## config.mk

```make
export PLATFORM = sky130hd
export DESIGN_NAME = const_fetch_ctrl
export DESIGN_NICKNAME = d
export VERILOG_FILES = /design/src/rtl/const_fetch_ctrl.sv
export SDC_FILE = /design/constraint.sdc
export NUM_CORES = 1
export LEC_CHECK = 0
export ABC_CLOCK_PERIOD_IN_PS = 10100
export CELL_PAD_IN_SITES_DETAIL_PLACEMENT = 0
export CELL_PAD_IN_SITES_GLOBAL_PLACEMENT = 1
export CORE_AREA = 4 4 315 317
export CTS_BUF_LIST = sky130_fd_sc_hd__clkbuf_2
export DETAILED_ROUTE_END_ITERATION = 7
export DIE_AREA = 0 0 319 321
export GPL_ROUTABILITY_DRIVEN = 0
export PLACE_DENSITY = 0.81
export SLEW_MARGIN = 30
export SYNTH_ARGS = -nofsm -noshare
export SYNTH_HDL_FRONTEND = slang
export SYNTH_SLANG_ARGS = --single-unit
```

## constraint.sdc

```tcl
create_clock -name clk -period 10.1 [get_ports clk]
set_input_delay 1.515 -clock clk [delete_from_list [all_inputs] [get_ports clk]]
set_output_delay 1.515 -clock clk [all_outputs]
set_load 0.02 [all_outputs]
```

## src/rtl/const_fetch_ctrl.sv

```systemverilog
// Strided constant-vector fetch sequencer: issues up to four constant-memory reads per
// cycle, assembles the returned words into a LANES-wide vector and hands it off via valid/ready.
module const_fetch_ctrl #(
  parameter int LANES     = 16,
  parameter int DATA_W    = 32,
  parameter int MEM_DEPTH = 1024,
  parameter int CNT_W     = $clog2(LANES) + 1
) (
  input  logic                      clk,
  input  logic                      rst,
  input  logic                      req_valid,
  output logic                      req_ready,
  input  logic [31:0]               req_base,
  input  logic [7:0]                req_stride,
  input  logic [CNT_W-1:0]          req_count,
  output logic [31:0]               mem_addr1,
  output logic [31:0]               mem_addr2,
  output logic [31:0]               mem_addr3,
  output logic [31:0]               mem_addr4,
  input  logic [31:0]               mem_data1,
  input  logic [31:0]               mem_data2,
  input  logic [31:0]               mem_data3,
  input  logic [31:0]               mem_data4,
  output logic [LANES*DATA_W-1:0]   vec_out,
  output logic                      vec_valid,
  input  logic                      vec_ready,
  output logic                      busy,
  output logic                      err_oob
);

  localparam int BEATS_MAX = LANES / 4;
  localparam int BEAT_W    = $clog2(BEATS_MAX) + 1;

  typedef enum logic [1:0] {IDLE, FETCH, DONE} state_t;

  state_t            state;
  logic [31:0]       base_q;
  logic [7:0]        stride_q;
  logic [CNT_W-1:0]  cnt_q;
  logic [BEAT_W-1:0] beat_q;
  logic [BEAT_W-1:0] last_q;
  logic [31:0]       addr_q [4];
  logic [3:0]        act_q;

  logic [31:0]       rdata [4];
  logic [3:0]        oob;
  logic [CNT_W-1:0]  req_cnt_sat;
  logic [BEAT_W-1:0] req_last;

  logic [31:0]       src_base;
  logic [7:0]        src_stride;
  logic [CNT_W-1:0]  src_cnt;
  logic [BEAT_W-1:0] nb;
  logic [31:0]       nxt_addr [4];
  logic [3:0]        nxt_act;

  function automatic logic [CNT_W-1:0] sat_count(input logic [CNT_W-1:0] c);
    if (32'(c) > 32'(LANES)) return CNT_W'(LANES);
    return c;
  endfunction

  // Full 32-bit product, truncated; wraps modulo 2^32.
  function automatic logic [31:0] lane_addr(input logic [31:0] base, input logic [7:0] stride,
                                            input logic [31:0] lane);
    return base + (lane * {24'd0, stride});
  endfunction

  function automatic logic addr_oob(input logic [31:0] a);
    return a >= 32'(MEM_DEPTH);
  endfunction

  assign rdata[0] = mem_data1;
  assign rdata[1] = mem_data2;
  assign rdata[2] = mem_data3;
  assign rdata[3] = mem_data4;

  assign mem_addr1 = addr_q[0];
  assign mem_addr2 = addr_q[1];
  assign mem_addr3 = addr_q[2];
  assign mem_addr4 = addr_q[3];

  assign req_cnt_sat = sat_count(req_count);
  // Zero-count requests get a single empty beat so vec_valid rises one edge after accept.
  assign req_last    = (req_cnt_sat == '0) ? '0 : BEAT_W'((32'(req_cnt_sat) - 32'd1) >> 2);

  always_comb begin
    for (int unsigned p = 0; p < 4; p++) oob[p] = addr_oob(addr_q[p]);
  end

  // Addresses for the beat that follows the next edge: beat 0 on accept, else beat_q+1.
  always_comb begin
    src_base   = base_q;
    src_stride = stride_q;
    src_cnt    = cnt_q;
    nb         = beat_q + BEAT_W'(1);
    if (state == IDLE) begin
      src_base   = req_base;
      src_stride = req_stride;
      src_cnt    = req_cnt_sat;
      nb         = '0;
    end
    for (int unsigned p = 0; p < 4; p++) begin
      nxt_act[p]  = (32'(nb) * 32'd4 + p) < 32'(src_cnt);
      nxt_addr[p] = nxt_act[p] ? lane_addr(src_base, src_stride, 32'(nb) * 32'd4 + p) : 32'd0;
    end
  end

  always_ff @(posedge clk) begin
    if (rst) begin
      state     <= IDLE;
      base_q    <= '0;
      stride_q  <= '0;
      cnt_q     <= '0;
      beat_q    <= '0;
      last_q    <= '0;
      act_q     <= '0;
      for (int p = 0; p < 4; p++) addr_q[p] <= '0;
      vec_out   <= '0;
      vec_valid <= 1'b0;
      err_oob   <= 1'b0;
      req_ready <= 1'b1;
      busy      <= 1'b0;
    end else begin
      case (state)
        IDLE: begin
          if (req_valid) begin
            state     <= FETCH;
            base_q    <= req_base;
            stride_q  <= req_stride;
            cnt_q     <= req_cnt_sat;
            beat_q    <= '0;
            last_q    <= req_last;
            act_q     <= nxt_act;
            for (int p = 0; p < 4; p++) addr_q[p] <= nxt_addr[p];
            vec_out   <= '0;
            err_oob   <= 1'b0;
            req_ready <= 1'b0;
            busy      <= 1'b1;
          end
        end
        FETCH: begin
          for (int p = 0; p < 4; p++) begin
            if (act_q[p])
              vec_out[(int'(beat_q) * 4 + p) * DATA_W +: DATA_W] <=
                oob[p] ? '0 : DATA_W'(rdata[p]);
          end
          if (|(act_q & oob)) err_oob <= 1'b1;
          if (beat_q == last_q) begin
            state     <= DONE;
            vec_valid <= 1'b1;
            act_q     <= '0;
            for (int p = 0; p < 4; p++) addr_q[p] <= '0;
          end else begin
            beat_q <= beat_q + BEAT_W'(1);
            act_q  <= nxt_act;
            for (int p = 0; p < 4; p++) addr_q[p] <= nxt_addr[p];
          end
        end
        DONE: begin
          if (vec_ready) begin
            state     <= IDLE;
            vec_valid <= 1'b0;
            req_ready <= 1'b1;
            busy      <= 1'b0;
          end
        end
        default: begin
          state     <= IDLE;
          vec_valid <= 1'b0;
          req_ready <= 1'b1;
          busy      <= 1'b0;
        end
      endcase
    end
  end

endmodule
```

==> summary.md <==
| Metric | Value |
|---|---|
| CTS tree | done |
| Cells after synthesis | 3,290 |
| Die Width | 319 um |
| Max Clock Skew | 148 ps |
| Synth warnings | 0 |
| Clock latency on the worst-skew pair | 1480 ps |
| Clock Tree Buf Depth | 3 |
| Worst Reg-to-Reg Cells | 18 |
| Leak Pwr | 16.3 nW |
| Worst path max stage delay | 860 ps |
| CTS buffer count | 181 |
| Power per cell area | 156 nW/um2 |
| Period utilization | 68.2% |
| Final instance area | 42,200 um2 |
| Wirelength, routed | 133,000 um |
| Residual DRC | 0 |
| Primary FF master, synth | dfxtp_1 |
| CTS sink cnt | 701 |
| Final setup vio count | 0 |
| Ports | 821 |
| Synth async-reset ratio | 0% |
| H-tree levels | 4 |
| Largest net degree at the start of global routing | 212 |
| Initial DRC Count | 2,717 |
| Fmax achieved | 0.145 GHz |
| FF-to-FF End | addr_q[3][30]$_DFFE_PP_ |
| Drt first pass iters | 6 |
| Slew HR | 24.5% |
| Maximum vdd drop | 0.0859 mV |
| Hold_ws | 457 ps |
| Core ar. | 96,300 um2 |
| Crit. End Element | flip-flop |
| Area Growth Syn to Fin | 36.1% |
| Rows | 114 |
| Initial antenna violation count | 23 |
| Net Count, Synth | 3,633 |
| Via/cell ratio | 5.22 |
| Reg2reg start | beat_q[0]$_SDFFE_PP0P_ |
| Vias in the first global route | 27,300 |
| Unique masters post-synth | 79 |
| Vias | 28,900 |
| Critical Path AT | 8110 ps |
| R2R setup slack | 3210 ps |
| Shortest period the worst path allows | 6890 ps |
| Die H | 321 um |
| Initial Utilization | 32.2% |
| Worst path required time | 11,320 ps |
| Critical path, cell by cell | inv_1, ha_1, and2_1, nand2_1, xor2_1, ha_1, inv_1, fa_1, fa_1, inv_1, ha_1, a21o_1, a21oi_1, a21boi_0, a2111oi_0, o21ai_1, a31o_2, a21oi_1 |
| Clk root buf | clkbuf_2 |
| Max-cap viol count | 0 |
| Post-Route Utilization | 43.8% |
| Hpwl dp | 98,800 um |
| Antenna viol nets, final | 0 |
| EDFF count, synth | 128 |
| Outcome | complete, no violations |
| Post-Syn Area | 31,000 um2 |
| Critical Path Source Type | flip-flop |
| Syn avg cell area | 9.41 um2 |
| Hold depth | 2 |
| Nets | 4,458 |
| #FFs+latches synth | 701 |
| Grt ovf | 0 |
| Post-CTS sizing | 0 |
| Crit path max fanout | 12 |
| Slowest cell on crit path | a2111oi_0 |
| Final TNS setup | 0 ps |
| RSZ-0062 raised after global routing | no |
| Global-route wire length before repair | 189,000 um |
| Gr usage total | 24.6% |
| DR WL/cell | 23.9 um |
| Number of port buffers | 820 |
| CTS Hold Bufs | 0 |
| Fill cells | 9,490 |
| Hold Violations, Final | 0 |
| Clk pin slew, worst setup/hold paths | 100 ps |
| WHS Endpoint | base_q[5]$_SDFFE_PP0P_ |
| Seq/Total Area, Yosys | 49.5% |
| Die Footprint | 102,000 um2 |
| Fin. max-slew vios | 0 |
| Hold crit path type | flip-flop to flip-flop |
| Hold Crit Start | base_q[5]$_SDFFE_PP0P_ |
| Layout cells sized above 1 | 9.35% |
| Post-CTS Setup Repair Bufs | 0 |
| DP Area | 40,400 um2 |
| Worst slew pin tran | 1130 ps |
| WS Path Type | flip-flop to flip-flop |
## synthesized netlist by cell type (4+ instances only)
cell / n / area [um2]
edfxtp_1: 128 / 3840
a31oi_1: 7 / 43.8
xor2_1: 41 / 359
nor2_1: 672 / 2520
a211o_1: 4 / 35.0
nor2b_1: 14 / 87.6
buf_1: 6 / 22.5
ha_1: 109 / 1360
nor4_1: 27 / 169
nor3_1: 40 / 200
inv_1: 155 / 582
fa_1: 57 / 1140
and2_1: 21 / 131
xnor2_1: 59 / 517
maj3_1: 4 / 40.0
nor3b_1: 6 / 45.0
o22ai_1: 5 / 31.3
a22oi_1: 513 / 3850
a21oi_1: 112 / 561
a21o_1: 25 / 188
nand4bb_1: 4 / 45.0
dfxtp_1: 573 / 11500
and3_1: 19 / 119
or2_2: 5 / 31.3
o211ai_1: 11 / 82.6
o21ai_1: 20 / 100
nand2b_1: 12 / 75.1
nand2_1: 192 / 721
o21bai_1: 9 / 67.6
mux2i_1: 28 / 280
nand4_1: 13 / 81.3
o31ai_1: 4 / 30.0
a211oi_1: 9 / 67.6
buf_2: 35 / 175
a21boi_0: 4 / 30.0
clkbuf_1: 177 / 664
o21a_1: 14 / 105
or3_1: 14 / 87.6
o21ai_0: 49 / 245
nand3_1: 24 / 120
## report_power, final
part	total, mW	switching [mW]	leakage, nW	internal, mW
clock	2.04	1.23	1.28	0.813
combinational	1.50	0.970	8.93	0.534
sequential	3.03	0.0707	6.04	2.96
total	6.58	2.27	16.3	4.31
## registers in the layout (all words and copies together), names as in the netlist
name	flops
vec_out	512
addr_q	128
base_q	32
stride_q	8
cnt_q	5
act_q	4
beat_q	3
last_q	3
state	2
busy	1
err_oob	1
req_ready	1
vec_valid	1
## metrics by stage
stage / instances / power (mW) / setup slack, ps
floorplan: 3290 / 3.94 / 4400
global placement: 5206 / 4.59 / 3230
detailed placement: 5208 / 4.59 / 3170
CTS: 5524 / 6.67 / 3410
global route: 5533 / 6.92 / 2920
finish: 5545 / 6.58 / 3210
## logic make-up after synthesis
family / share of synthesized area [%]
compound gates: 18.6
xor+xnor: 2.83
fa+ha+maj: 8.22
buf+inv: 4.86
flops: 49.5
mux: 1.03
simple gates: 15.0
## worst max-delay path by stage
| stage | start | end | slack, ps | cells past startpoint |
|---|---|---|---|---|
| final | beat_q[0]$_SDFFE_PP0P_ | addr_q[3][30]$_DFFE_PP_ | 3210 | 18 |
| after global routing | beat_q[0]$_SDFFE_PP0P_ | addr_q[3][30]$_DFFE_PP_ | 2920 | 18 |
| after CTS | state[0]$_SDFFE_PP0P_ | addr_q[3][30]$_DFFE_PP_ | 3410 | 20 |
| after detailed placement | req_stride[3] | addr_q[3][30]$_DFFE_PP_ | 3170 | 17 |
| after global placement | req_stride[3] | addr_q[3][30]$_DFFE_PP_ | 3230 | 17 |
| after floorplan | state[1]$_SDFFE_PP0P_ | addr_q[3][22]$_DFFE_PP_ | 4400 | 22 |
## cell type report
class                   instances  area (um2)  area share (%)
well taps                    1276        1600            3.79
inverters                     156         586            1.39
clock buffers                 276        1380            3.28
flip-flops and latches        701       15300            36.3
clock inverters                40         288           0.683
diodes                         21        52.6           0.125
repair buffers                866        8620            20.4
multi-input cells            2209       14300            34.0
## cell usage in the layout (no fill, tap or decap), drive strengths merged, types with 7 or more instances in the layout
master	count
nand4	13
o21bai	9
ha	109
xor2	41
nand3	24
a21o	25
or3	15
buf	47
a211oi	9
clkbuf	276
nor3	41
diode	21
edfxtp	128
o21a	14
fa	57
xnor2	59
nand2	194
nand2b	12
clkinv	26
nor2b	14
or2	8
a21oi	113
a31oi	7
and2	21
dfxtp	573
and3	19
o211ai	12
clkdlybuf4s50	819
a22oi	514
mux2i	28
nor4	28
inv	165
o21ai	71
nor2	674
## critical path: cells and delay by family (launching register included)
kind	cells	cell delay [ps]
DFF	1	600
and+or+nand+nor	2	700
adders and majority gates	5	2290
xor gates and xnor gates	1	320
AOI/OAI and AO/OA	7	2380
buffers and inverters	3	470
## per-layer routing
metal  GRT usage, %  routed length, um  share of wire [%]  up-vias
met3           7.47              11700                8.8      231
met4           9.46               4620                3.5        8
li1               -                  -                  -    13300
met1           31.1              54400                 41    14000
met2           39.7              61800                 47     1348
met5              0                 50              0.038        -
No activity file was read; power rests on OpenSTA's default activity.
